**src/rtl/rr_fifo_arbiter_pkg.sv**
```systemverilog
// rtl/rr_fifo_arbiter_pkg.sv - shared FSM encoding and destination helpers for rr_fifo_arbiter
package rr_fifo_arbiter_pkg;

  typedef enum logic [1:0] {
    ST_IDLE   = 2'd0,
    ST_ACTIVE = 2'd1,
    ST_PAUSE  = 2'd2
  } arb_state_e;

  localparam int DEST_W    = 2;
  localparam int DEST_NUM  = 1 << DEST_W;

  function automatic logic [DEST_NUM-1:0] dest_onehot(input logic [DEST_W-1:0] dest);
    return DEST_NUM'(1) << dest;
  endfunction

endpackage

```
**src/rtl/rr_fifo_arbiter_pick.sv**
```systemverilog
// rtl/rr_fifo_arbiter_pick.sv - rotate-priority encoder: first requester after ptr, skipping excl
module rr_fifo_arbiter_pick #(
  parameter int N  = 4,
  parameter int PW = $clog2(N)
) (
  input  logic [N-1:0]  req_i,
  input  logic [PW-1:0] ptr_i,
  input  logic [N-1:0]  excl_i,
  output logic [N-1:0]  grant_o,
  output logic [PW-1:0] idx_o,
  output logic          any_o
);

  logic [PW-1:0] cand;
  logic          found;

  // Scan ptr+1 .. ptr+N so the pointer itself has the lowest priority.
  always_comb begin
    grant_o = '0;
    idx_o   = '0;
    cand    = '0;
    found   = 1'b0;
    for (int k = 1; k <= N; k++) begin
      cand = PW'((int'(ptr_i) + k) % N);
      if (!found && req_i[cand] && !excl_i[cand]) begin
        grant_o[cand] = 1'b1;
        idx_o         = cand;
        found         = 1'b1;
      end
    end
    any_o = found;
  end

endmodule

```
**src/rtl/rr_fifo_arbiter.sv**
```systemverilog
// rtl/rr_fifo_arbiter.sv - round-robin drain of source FIFOs into destination FIFOs by dest field
module rr_fifo_arbiter
  import rr_fifo_arbiter_pkg::*;
#(
  parameter int DATA_SIZE = 12,
  parameter int NUM_SRC   = 4,
  parameter int NUM_DST   = 4,
  parameter int CNT_W     = 16
) (
  input  logic                          clk_i,
  input  logic                          reset_i,
  input  logic [NUM_SRC-1:0]            src_empty_i,
  input  logic [NUM_SRC-1:0]            src_valid_i,
  input  logic [NUM_SRC*DATA_SIZE-1:0]  src_data_i,
  input  logic [NUM_DST-1:0]            dst_almost_full_i,
  output logic [NUM_SRC-1:0]            src_read_o,
  output logic [NUM_DST-1:0]            dst_write_o,
  output logic [DATA_SIZE-1:0]          dst_data_o,
  output logic [1:0]                    state_o,
  output logic                          arb_error_o,
  output logic [CNT_W-1:0]              fwd_count_o
);

  localparam int PW = $clog2(NUM_SRC);

  arb_state_e           state_q, state_d;
  logic [PW-1:0]        ptr_q;
  logic [NUM_SRC-1:0]   src_read_q;
  logic [NUM_SRC-1:0]   rd_prev_q;
  logic [NUM_DST-1:0]   dst_write_q, dst_write_d;
  logic [DATA_SIZE-1:0] dst_data_q;
  logic                 err_q;
  logic [CNT_W-1:0]     cnt_q;

  logic                 any_nonempty;
  logic                 any_af;
  logic [NUM_SRC-1:0]   pick_grant;
  logic [PW-1:0]        pick_idx;
  logic                 pick_any;
  logic                 pop;

  logic [NUM_SRC-1:0]   good_valid;
  logic [NUM_SRC-1:0]   bad_valid;
  logic                 cap_valid;
  logic [DATA_SIZE-1:0] cap_data;
  logic [DEST_W-1:0]    cap_dest;

  assign any_nonempty = ~&src_empty_i;
  assign any_af       = |dst_almost_full_i;

  // The source read this cycle is excluded: its empty flag has not caught up yet.
  rr_fifo_arbiter_pick #(
    .N  (NUM_SRC),
    .PW (PW)
  ) u_pick (
    .req_i   (~src_empty_i),
    .ptr_i   (ptr_q),
    .excl_i  (src_read_q),
    .grant_o (pick_grant),
    .idx_o   (pick_idx),
    .any_o   (pick_any)
  );

  assign pop = (state_q == ST_ACTIVE) && !any_af && pick_any;

  always_comb begin
    state_d = state_q;
    case (state_q)
      ST_IDLE: begin
        if (any_nonempty && !any_af) state_d = ST_ACTIVE;
      end
      ST_ACTIVE: begin
        if (any_af)             state_d = ST_PAUSE;
        else if (!any_nonempty) state_d = ST_IDLE;
      end
      ST_PAUSE: begin
        if (!any_af) state_d = any_nonempty ? ST_ACTIVE : ST_IDLE;
      end
      default: state_d = ST_IDLE;
    endcase
  end

  // Only a valid that answers last cycle's strobe is a real word; anything else is discarded.
  assign good_valid = src_valid_i & rd_prev_q;
  assign bad_valid  = src_valid_i & ~rd_prev_q;

  always_comb begin
    cap_valid = 1'b0;
    cap_data  = '0;
    for (int i = 0; i < NUM_SRC; i++) begin
      if (good_valid[i]) begin
        cap_valid = 1'b1;
        cap_data  = src_data_i[i*DATA_SIZE +: DATA_SIZE];
      end
    end
  end

  assign cap_dest    = cap_data[DATA_SIZE-1 -: DEST_W];
  assign dst_write_d = cap_valid ? NUM_DST'(dest_onehot(cap_dest)) : '0;

  always_ff @(posedge clk_i or posedge reset_i) begin
    if (reset_i) begin
      state_q     <= ST_IDLE;
      ptr_q       <= PW'(NUM_SRC - 1);
      src_read_q  <= '0;
      rd_prev_q   <= '0;
      dst_write_q <= '0;
      dst_data_q  <= '0;
      err_q       <= 1'b0;
      cnt_q       <= '0;
    end else begin
      state_q     <= state_d;
      src_read_q  <= pop ? pick_grant : '0;
      rd_prev_q   <= src_read_q;
      dst_write_q <= dst_write_d;
      if (pop) ptr_q <= pick_idx;
      if (cap_valid) begin
        dst_data_q <= cap_data;
        cnt_q      <= cnt_q + 1'b1;
      end
      if (|bad_valid) err_q <= 1'b1;
    end
  end

  assign src_read_o  = src_read_q;
  assign dst_write_o = dst_write_q;
  assign dst_data_o  = dst_data_q;
  assign state_o     = state_q;
  assign arb_error_o = err_q;
  assign fwd_count_o = cnt_q;

endmodule
```
**config.mk**
```make
export PLATFORM = sky130hd
export DESIGN_NAME = rr_fifo_arbiter
export DESIGN_NICKNAME = d
export VERILOG_FILES = /design/src/rtl/rr_fifo_arbiter_pkg.sv /design/src/rtl/rr_fifo_arbiter_pick.sv /design/src/rtl/rr_fifo_arbiter.sv
export SDC_FILE = /design/constraint.sdc
export NUM_CORES = 1
export LEC_CHECK = 0
export BUFFER_PORTS_ARGS = -buffer_cell sky130_fd_sc_hd__buf_2
export CAP_MARGIN = 20
export CORE_ASPECT_RATIO = 1.2
export CORE_MARGIN = 2
export CORE_UTILIZATION = 48
export DETAILED_ROUTE_END_ITERATION = 7
export GPL_ROUTABILITY_DRIVEN = 0
export PLACE_DENSITY = 0.8
export RECOVER_POWER = 50
export SLEW_MARGIN = 20
export SYNTH_ARGS = -nofsm -noshare
export SYNTH_HDL_FRONTEND = slang
export SYNTH_SLANG_ARGS = --single-unit
```
**constraint.sdc**
```tcl
create_clock -name clk_i -period 3.6 [get_ports clk_i]
set_clock_uncertainty 0.15 [all_clocks]
set_input_delay 0.72 -clock clk_i [delete_from_list [all_inputs] [get_ports clk_i]]
set_output_delay 0.72 -clock clk_i [all_outputs]
set_load 0.01 [all_outputs]
```
Yosys cells after proc, flatten, opt, wreduce, memory -nomap -nowiden
Index checks and enable logic that the tools add are counted.
{"block": "word_totals", "out_inout_bits": 39, "inputBits": 62, "ff_bits": 45}
{"block": "op_classes", "shift": 1, "n_lt_le_gt_ge": 8, "n_reduce_logical": 28, "bitwise_logic": 7, "n_eq_ne": 5, "addsub": 5, "muxes": 52}
{"operator": "$mux W12", "count": 4}
{"operator": "$mux W4", "count": 6}
{"operator": "$mux W1", "count": 21}
{"operator": "$add A16 B1 Y16 const B", "count": 1}
{"operator": "$bmux W1 S2", "count": 8}
{"operator": "$mux W2", "count": 8}
{"operator": "$logic_and A1 B1 Y1", "count": 14}
{"operator": "$lt A2 B3 Y1 const B", "count": 4}
{"operator": "$or A4 B4 Y4", "count": 3}
{"operator": "$logic_not A1 Y1", "count": 9}
{"operator": "$and A4 B4 Y4", "count": 2}
{"operator": "$demux W1 S2", "count": 4}
{"operator": "$ge A2 B1 Y1 const B", "count": 4}
{"operator": "$not A4 Y4", "count": 2}
{"operator": "$reduce_or A4 Y1", "count": 2}
{"operator": "$pmux W2 S3", "count": 1}
{"operator": "$add A2 B1 Y2 const B", "count": 2}
{"operator": "$add A2 B2 Y2 const B", "count": 2}
{"operator": "$ne A2 B2 Y1 const B", "count": 2}
{"operator": "$reduce_and A4 Y1", "count": 1}
{"operator": "$shl A1 B2 Y4 const A", "count": 1}
{"operator": "$ne A3 B3 Y1 const B", "count": 1}
{"operator": "$reduce_and A3 Y1", "count": 1}
{"operator": "$eq A2 B1 Y1 const B", "count": 1}
{"operator": "other kinds (2)", "count": 2}

Longest topological paths before layout
Gate-level depths: netlist of the first run.
{"block": "logic_depth", "word_depth": 20, "depth_mapped": 7, "depth_no_buf": 6}

By module
From an unflattened synthesis of the first run, not the netlist that was laid out.
{"block": "unflattened", "cells_unflattened": 278, "hier_area_um2": 2742.6}
{"mod": "rr_fifo_arbiter", "cells_each": 216, "instances": 1, "area_per_inst_um2": 2190.9}
{"mod": "rr_fifo_arbiter_pick", "cells_each": 62, "instances": 1, "area_per_inst_um2": 551.8}

Worst setup path after synthesis of the first run
Ideal clock, no wire load.
{"block": "synth_timing", "path_kind": "register to register", "start": "reg ptr_q[0]", "end": "reg src_read_q[2], in the netlist src_read_o[2]", "path_stages_with_launch": 8, "required_time_ns": 3.328, "synth_period_minus_slack_ns": 2.621, "path_buffers": 1, "arrival_ns": 2.349, "setup_time_ns": 0.122, "slack_ns": 0.979, "path_cell_list": "dfstp_2 -> buf_6 -> inv_2 -> ha_1 -> mux4_2 -> or3b_4 -> o21a_1 -> a32o_1"}
{"block": "synth_via", "elab_chain_cells": 20, "word_cells_on_any_way": 67, "classes_between": "add/sub: 4; order compare: 8; mux: 33; bitwise: 3; reduce/logical: 19"}
{"item": "start: declaration", "line": "rr_fifo_arbiter.sv:27", "rtl": "logic [PW-1:0] ptr_q;"}
{"item": "start signal: assignment", "line": "rr_fifo_arbiter.sv:104", "rtl": "ptr_q <= PW'(NUM_SRC - 1);"}
{"item": "start signal: assignment", "line": "rr_fifo_arbiter.sv:116", "rtl": "if (pop) ptr_q <= pick_idx;"}
{"item": "$add A2 B1 Y2", "line": "rr_fifo_arbiter_pick.sv:24", "rtl": "cand = PW'((int'(ptr_i) + k) % N);"}
{"item": "$bmux W1 S2", "line": "rr_fifo_arbiter_pick.sv:25", "rtl": "if (!found && req_i[cand] && !excl_i[cand]) begin"}
{"item": "$mux W1 (implied by the code)", "line": "rr_fifo_arbiter_pick.sv:25"}
{"item": "$logic_not A1 Y1", "line": "rr_fifo_arbiter_pick.sv:25"}
{"item": "$logic_and A1 B1 Y1", "line": "rr_fifo_arbiter_pick.sv:25"}
{"item": "$mux W1", "line": "rr_fifo_arbiter_pick.sv:25"}
{"item": "$logic_not A1 Y1", "line": "rr_fifo_arbiter_pick.sv:25"}
{"item": "$logic_and A1 B1 Y1 (2 in a row)", "line": "rr_fifo_arbiter_pick.sv:25"}
{"item": "$mux W1", "line": "rr_fifo_arbiter_pick.sv:25"}
{"item": "$logic_not A1 Y1", "line": "rr_fifo_arbiter_pick.sv:25"}
{"item": "$logic_and A1 B1 Y1 (2 in a row)", "line": "rr_fifo_arbiter_pick.sv:25"}
{"item": "$mux W1", "line": "rr_fifo_arbiter_pick.sv:25"}
{"item": "$logic_not A1 Y1", "line": "rr_fifo_arbiter_pick.sv:25"}
{"item": "$logic_and A1 B1 Y1 (2 in a row)", "line": "rr_fifo_arbiter_pick.sv:25"}
{"item": "$mux W1", "line": "rr_fifo_arbiter_pick.sv:25"}
{"item": "$logic_and A1 B1 Y1", "line": "rr_fifo_arbiter.sv:64", "rtl": "assign pop = (state_q == ST_ACTIVE) && !any_af && pick_any;"}
{"item": "$mux W4 (*)", "line": "rr_fifo_arbiter.sv:113", "rtl": "src_read_q <= pop ? pick_grant : '0;"}
{"item": "end signal: assignment", "line": "rr_fifo_arbiter.sv:113"}
{"item": "end: declaration", "line": "rr_fifo_arbiter.sv:28", "rtl": "logic [NUM_SRC-1:0] src_read_q;"}
Every way passes the cells marked *; elsewhere a longest branch is shown, timed or not. The select of a mux whose other input is x is not followed.
A chain may end at the register's enable or synchronous reset.

Worst setup path in the final report of the first run
Same ends and word-level chain as after synthesis.

==> results of run 1 <==
power by group through the flow:
stage          clock, mW  sequential (mW)  combinational [mW]
5_1_grt            0.343            0.555               0.197
4_1_cts            0.323            0.551               0.181
6_report           0.311            0.551               0.177
3_3_place_gp           0            0.559               0.176
2_1_floorplan          0            0.564               0.101
3_5_place_dp           0            0.561               0.180
cells by family (layout without fill, tap and decap cells):
family / after synthesis / after routing
and+or+nand+nor: 73 / 73
AOI/OAI and AO/OA: 64 / 64
DFF: 45 / 45
xor gates and xnor gates: 17 / 17
buffers and inverters: 16 / 119
adders and majority gates: 9 / 9
muxes: 4 / 4
cells in the mapped netlist (2+ instances only):
master    instances
a211oi_1          2
a21o_1            2
a21oi_1           3
a221o_1          14
a22oi_1          10
a31oi_1           2
a32o_1            4
and2_1            2
and3_1            4
and4_1            2
clkbuf_1          7
dfrtp_1          43
dfstp_2           2
ha_1              9
inv_1             7
mux4_2            4
nand2_1          21
nand2b_1          4
nand3_1           3
nand4_1           8
nor2_1           15
nor3_1            5
o21ai_0          20
or2_1             4
xnor2_1          15
xor2_1            2
critical path, stage by stage (launching register included):
cell and delay [ns]:
dfstp_2 0.69, inv_2 0.13, ha_1 0.35, mux4_2 0.41, or3b_4 0.45, o21a_1 0.22, a32o_1 0.27
flip-flops by register name (all words and copies together), names as in the netlist:
register,count
fwd_count_o,16
arb_error_o,1
dst_write_o,4
state_o,2
ptr_q,2
dst_data_o,12
src_read_o,4
rd_prev_q,4
cell type report:
type,instances,area share [%]
inverter,8,0.996
multi-input combinational,167,39.4
tap,60,2.49
timing repair buffer,103,16.7
clock inverter,3,0.705
clock buffer,5,2.28
sequential,45,37.4
metal layers:
metal	vias up	routed length, um	GRT usage (%)
li1	1059	-	-
met1	1063	2310	23.4
met2	79	2990	34.4
met3	7	365	4.71
met4	0	57	7.00
met5	-	0	0
worst max-delay path by stage:
stage | end | startpoint | slack, ns | cells after the start
floorplan | src_read_o[2] | ptr_q[0] | 0.98 | 7
global placement | src_read_o[2] | ptr_q[0] | 0.90 | 6
detailed placement | src_read_o[2] | ptr_q[0] | 0.82 | 6
CTS | src_read_o[2] | ptr_q[0] | 0.81 | 6
global route | src_read_o[2] | ptr_q[0] | 0.69 | 6
finish | src_read_o[2] | ptr_q[0] | 0.81 | 6
cell usage in the layout (no fill, tap or decap), types with 3 or more instances in the layout:
| master | count |
|---|---|
| mux4_2 | 4 |
| nand4_1 | 8 |
| nand2_1 | 21 |
| nor2_1 | 15 |
| nor3_1 | 5 |
| nand2b_1 | 4 |
| inv_1 | 6 |
| ha_1 | 9 |
| a22oi_1 | 10 |
| and3_1 | 4 |
| a221o_1 | 14 |
| dfrtp_1 | 43 |
| buf_2 | 87 |
| a32o_1 | 4 |
| clkbuf_1 | 14 |
| clkbuf_8 | 5 |
| or2_1 | 4 |
| nand3_1 | 3 |
| a21oi_1 | 3 |
| o21ai_0 | 20 |
| xnor2_1 | 15 |
==> out/results.tsv, run 1 <==
stage	metric	value	unit
status	status	finished with violations	
status	failing checks	max-capacitance violations	
synthesis	Synth warnings	0	
worst_setup_path	RR Endpoint	src_read_o[2]	
layout	fraction of layout cells with a size suffix above 1	31.7	%
power	switching power of the nets	285	uW
layout	area delta synth->final	26.4	%
cts	post_cts resized	0	
sta	Final period util	77.5	%
floorplanning	die area	5550	um2
power	Max rail drop VDD	0.216	mV
job	max_cap viols	1	
synthesis	Post-Syn Instances	228	
cts	CTS tree	yes	
power	Combinational Power Share	17.0	%
cts	number of post-CTS setup repair buffers	0	
worst_setup_path	Critical Path End Type	flop	
synthesis	Synth area leader	dfrtp_1	
synthesis	ys flop type	dfrtp_1	
global_route	largest net degree at the start of global routing	29	
sta	Least-Margin Pin Slew	1.49	ns
synthesis	main combinational cell family by area after synthesis	compound AO/OA/AOI/OAI gates	
sta	final worst slack	0.810	ns
global_route	initial antenna violation count	0	
global_route	first-pass GRT wire length	8360	um
sta	Setup TNS	0	ns
floorplanning	area of the core	4870	um2
worst_setup_path	WP data arrival	2.83	ns
route	DRC Markers	0	
worst_setup_path	reg2reg path depth	6	
layout	Final Instance Area	3020	um2
power	total power	1.04	mW
power	Lkg Pwr	1.50	nW
worst_setup_path	Critical R2R Launch	ptr_q[0]	
power	Switching Share	27.5	%
global_route	number of global-route vias before repair	1901	
synthesis	area of the mapped netlist	2380	um2
cts	Clock Sinks	45	
route	via count	2208	
floorplanning	die height	81.2	um
synthesis	Synthesized Nets	299	
floorplanning	FP Rows	28	
synthesis	Synth Area in Adders	4.72	%
layout	ant diodes	0	
worst_setup_path	critical path class	flop to flop	
layout	fill count	429	
place	Area after DPL	2950	um2
place	worst slack at placement	0.816	ns
power	clock share of power	29.9	%
place	PortBufs	100	
synthesis	Synth cell types	40	
route	per-cell routed wire length	14.6	um
synthesis	Post-Synth Simple-Gate Area	15.5	%
cts	Max Root-Sink Buffers	2	
worst_setup_path	startpoint types	flop	
cts	clk slew on worst S/H paths	0.09	ns
synthesis	ranking of synthesized cells by area	dfrtp_1 (45%), a221o_1 (5.9%), xnor2_1 (5.5%)	
cts	hold_buf cts	0	
sta	Slew Limit Headroom	0.494	%
place	placed cells	383	
worst_setup_path	Worst Path Required	3.64	ns
sta	post-layout minimum cycle time	2.79	ns
global_route	all-layer global routing usage	19.8	%
route	ANT nets after route	0	
sta	final hold vios	0	
floorplanning	I/O pins	101	
route	via/cell ratio	5.65	
global_route	grt ovf	0	
sta	f_max	358	MHz
worst_hold_path	Hold Path Class	input pin to asynchronous set/reset pin	
cts	Clock H-tree levels	2	
layout	register area	1130	um2
synthesis	Mean Syn Cell Area	10.5	um2
layout	final core utilization	61.9	%
synthesis	Post-Synth XOR/XNOR Area	6.24	%
sta	hold slack	0.260	ns
synthesis	ys async rst share	100	%
power	internal power	753	uW
route	First-pass DRT Iterations	4	
sta	unrepaired setup endpoints after global routing	false	
cts	clk_lat worst skew	0.29	ns
synthesis	Post-synth EDFFs	0	
place	Post-DP HPWL	4450	um
cts	root buf cell	clkbuf_8	
synthesis	post-synthesis compound-gate area fraction	19.6	%
synthesis	Yosys reg bits	45	
power	power density cells	345	nW/um2
floorplanning	starting density of the core	49.0	%
synthesis	sequential area share after synthesis	47.3	%
cts	CTS buffer count	5	
power	Seq pwr share	53.1	%
worst_setup_path	R2R setup slack	0.81	ns
route	initial drt markers	139	
sta	Slew Limit Fails	0	
layout	Multi-input gate area	1190	um2
route	Routed WL	5720	um
worst_setup_path	Max FO, Critical Path	12	
layout	NumNets Final	401	
synthesis	Yosys top cell area share	45.1	%
layout	fin cells	391	
floorplanning	Die Width	68.3	um
sta	Final setup viols	0	
synthesis	mux cell area share after synthesis	3.78	%
No activity file was read; power rests on OpenSTA's default activity.
==> inputs of run 2 (changes only) <==
- clock period: 3.6 -> 2.8 ns (I/O delays scaled with it)
==> run 2 against run 1 <==
  * The run now ends clean
  * First-iteration DRC count fell by 6.5%
  * Maximum frequency rose by 5.6%
  * Sequential cell count did not move
  * Global-route usage fell by 0.11 points
  * Critical endpoint unchanged
  * Sequential power rose by 28%
==> out/results.tsv, run 2 (synthesized netlist as in run 1, its figures left out) <==
stage	metric	value	unit
status	status	completed	
floorplanning	I/O pins	101	
power	power density cells	448	nW/um2
cts	number of post-CTS setup repair buffers	0	
place	worst slack at placement	0.174	ns
route	Routed WL	5700	um
worst_setup_path	CP max stage cell	dfstp_2	
layout	ant diodes	0	
place	PortBufs	100	
worst_hold_path	Hold Path Class	flop to flop	
power	internal power	998	uW
sta	Slew Limit Headroom	31.6	%
sta	post-layout minimum cycle time	2.64	ns
power	switching power of the nets	365	uW
route	via count	2205	
sta	Final period util	94.3	%
power	Combinational Power Share	17.6	%
worst_setup_path	family with the most delay on the worst path	flip-flops	
worst_setup_path	startpoint types	flop	
sta	unrepaired setup endpoints after global routing	false	
worst_setup_path	Critical R2R Launch	ptr_q[1]	
sta	Final setup viols	0	
cts	Max Root-Sink Buffers	2	
worst_setup_path	Critical Path Start	ptr_q[1]	
cts	clk_lat worst skew	0.29	ns
worst_setup_path	Max FO, Critical Path	8	
worst_setup_path	number of buffers and inverters on the critical path	1	
worst_setup_path	WP data arrival	2.68	ns
worst_setup_path	Critical Path End Type	flop	
job	max_cap viols	0	
sta	Least-Margin Pin Slew	1.03	ns
place	placed cells	386	
layout	NumNets Final	404	
global_route	all-layer global routing usage	19.6	%
global_route	first-pass GRT wire length	8390	um
floorplanning	Die Width	68.3	um
cts	post_cts resized	0	
sta	final hold vios	0	
route	initial drt markers	130	
route	First-pass DRT Iterations	4	
cts	CTS buffer count	5	
worst_setup_path	Worst Path Required	2.84	ns
place	Post-DP HPWL	4470	um
route	ANT nets after route	0	
cts	Clock H-tree levels	2	
layout	final core utilization	62.5	%
cts	Clock Sinks	45	
layout	leading cell type in the layout, fill and taps excluded	buf_2	
worst_setup_path	critical path class	flop to flop	
sta	Setup TNS	0	ns
power	Lkg Pwr	1.53	nW
cts	hold_buf cts	0	
route	per-cell routed wire length	14.5	um
floorplanning	die height	81.2	um
worst_hold_path	Worst Hold Launch	src_read_o[1]	
power	clock share of power	30.8	%
layout	Largest register FFs	16	
layout	area delta synth->final	27.5	%
sta	f_max	379	MHz
cts	CTS tree	yes	
layout	most frequent cells in the layout	buf_2 (88), dfrtp_1 (43), nand2_1 (21), o21ai_0 (20)	
floorplanning	starting density of the core	49.0	%
layout	fraction of layout cells with a size suffix above 1	32.3	%
layout	fill count	414	
power	Switching Share	26.8	%
cts	root buf cell	clkbuf_8	
global_route	number of global-route vias before repair	1961	
layout	Multi-input gate area	1190	um2
route	DRC Markers	0	
floorplanning	FP Rows	28	
route	via/cell ratio	5.60	
layout	register area	1130	um2
sta	Slew Limit Fails	0	
worst_setup_path	max incr delay on CP	0.63	ns
sta	final worst slack	0.159	ns
global_route	initial antenna violation count	0	
floorplanning	die area	5550	um2
worst_setup_path	worst-path cell chain	inv_1, ha_1, mux4_2, or3b_4, o21a_1, a32o_1	
global_route	largest net degree at the start of global routing	29	
cts	clk slew on worst S/H paths	0.08	ns
floorplanning	area of the core	4870	um2
power	Max rail drop VDD	0.230	mV
power	Seq pwr share	51.6	%
global_route	grt ovf	0	
layout	fin cells	394	
## run 2: final timing paths
kind                                   endpoint  slack (ns)  cells past startpoint
worst max-delay path              src_read_o[2]        0.16                      6
worst min-delay path               rd_prev_q[1]        0.30                      0
worst max register to register    src_read_o[2]        0.16                      6
worst min register to register     rd_prev_q[1]        0.30                      0
max in group asynchronous         dst_data_o[6]        1.18                      3
min in group asynchronous       fwd_count_o[15]        0.35                      2
## run 2: layer usage
metal	part of all wire, %	vias to the layer above	global-route usage, %	wire length (um)
li1	-	1065	-	-
met5	0	-	0	0
met1	42	1065	24.0	2390
met2	52	69	34.6	2950
met3	5.1	6	3.32	293
met4	1.1	0	6.40	61
## run 2: power by group through the flow
stage | logic (mW) | registers (mW) | clock network (mW)
after floorplan | 0.130 | 0.726 | 0
after global placement | 0.238 | 0.714 | 0
after detailed placement | 0.244 | 0.715 | 0
after CTS | 0.246 | 0.702 | 0.430
after global routing | 0.268 | 0.706 | 0.456
final | 0.240 | 0.703 | 0.420
## run 2: area by class of cell
cell class	count	area share [%]
Clock inverter	2	0.452
Tap cell	60	2.47
Timing Repair Buffer	106	17.2
Clock buffer	6	2.71
Sequential cell	45	37.1
Inverter	8	0.987
Multi-Input combinational cell	167	39.1
## run 2: through the flow
step | area, um2 | total power, mW | hold WS, ns
global placement | 2970 | 0.952 | 0.276
detailed placement | 2970 | 0.959 | 0.287
CTS | 3060 | 1.38 | 0.228
finish | 3040 | 1.36 | 0.302
global route | 3040 | 1.43 | 0.317
floorplan | 2380 | 0.856 | 0.297
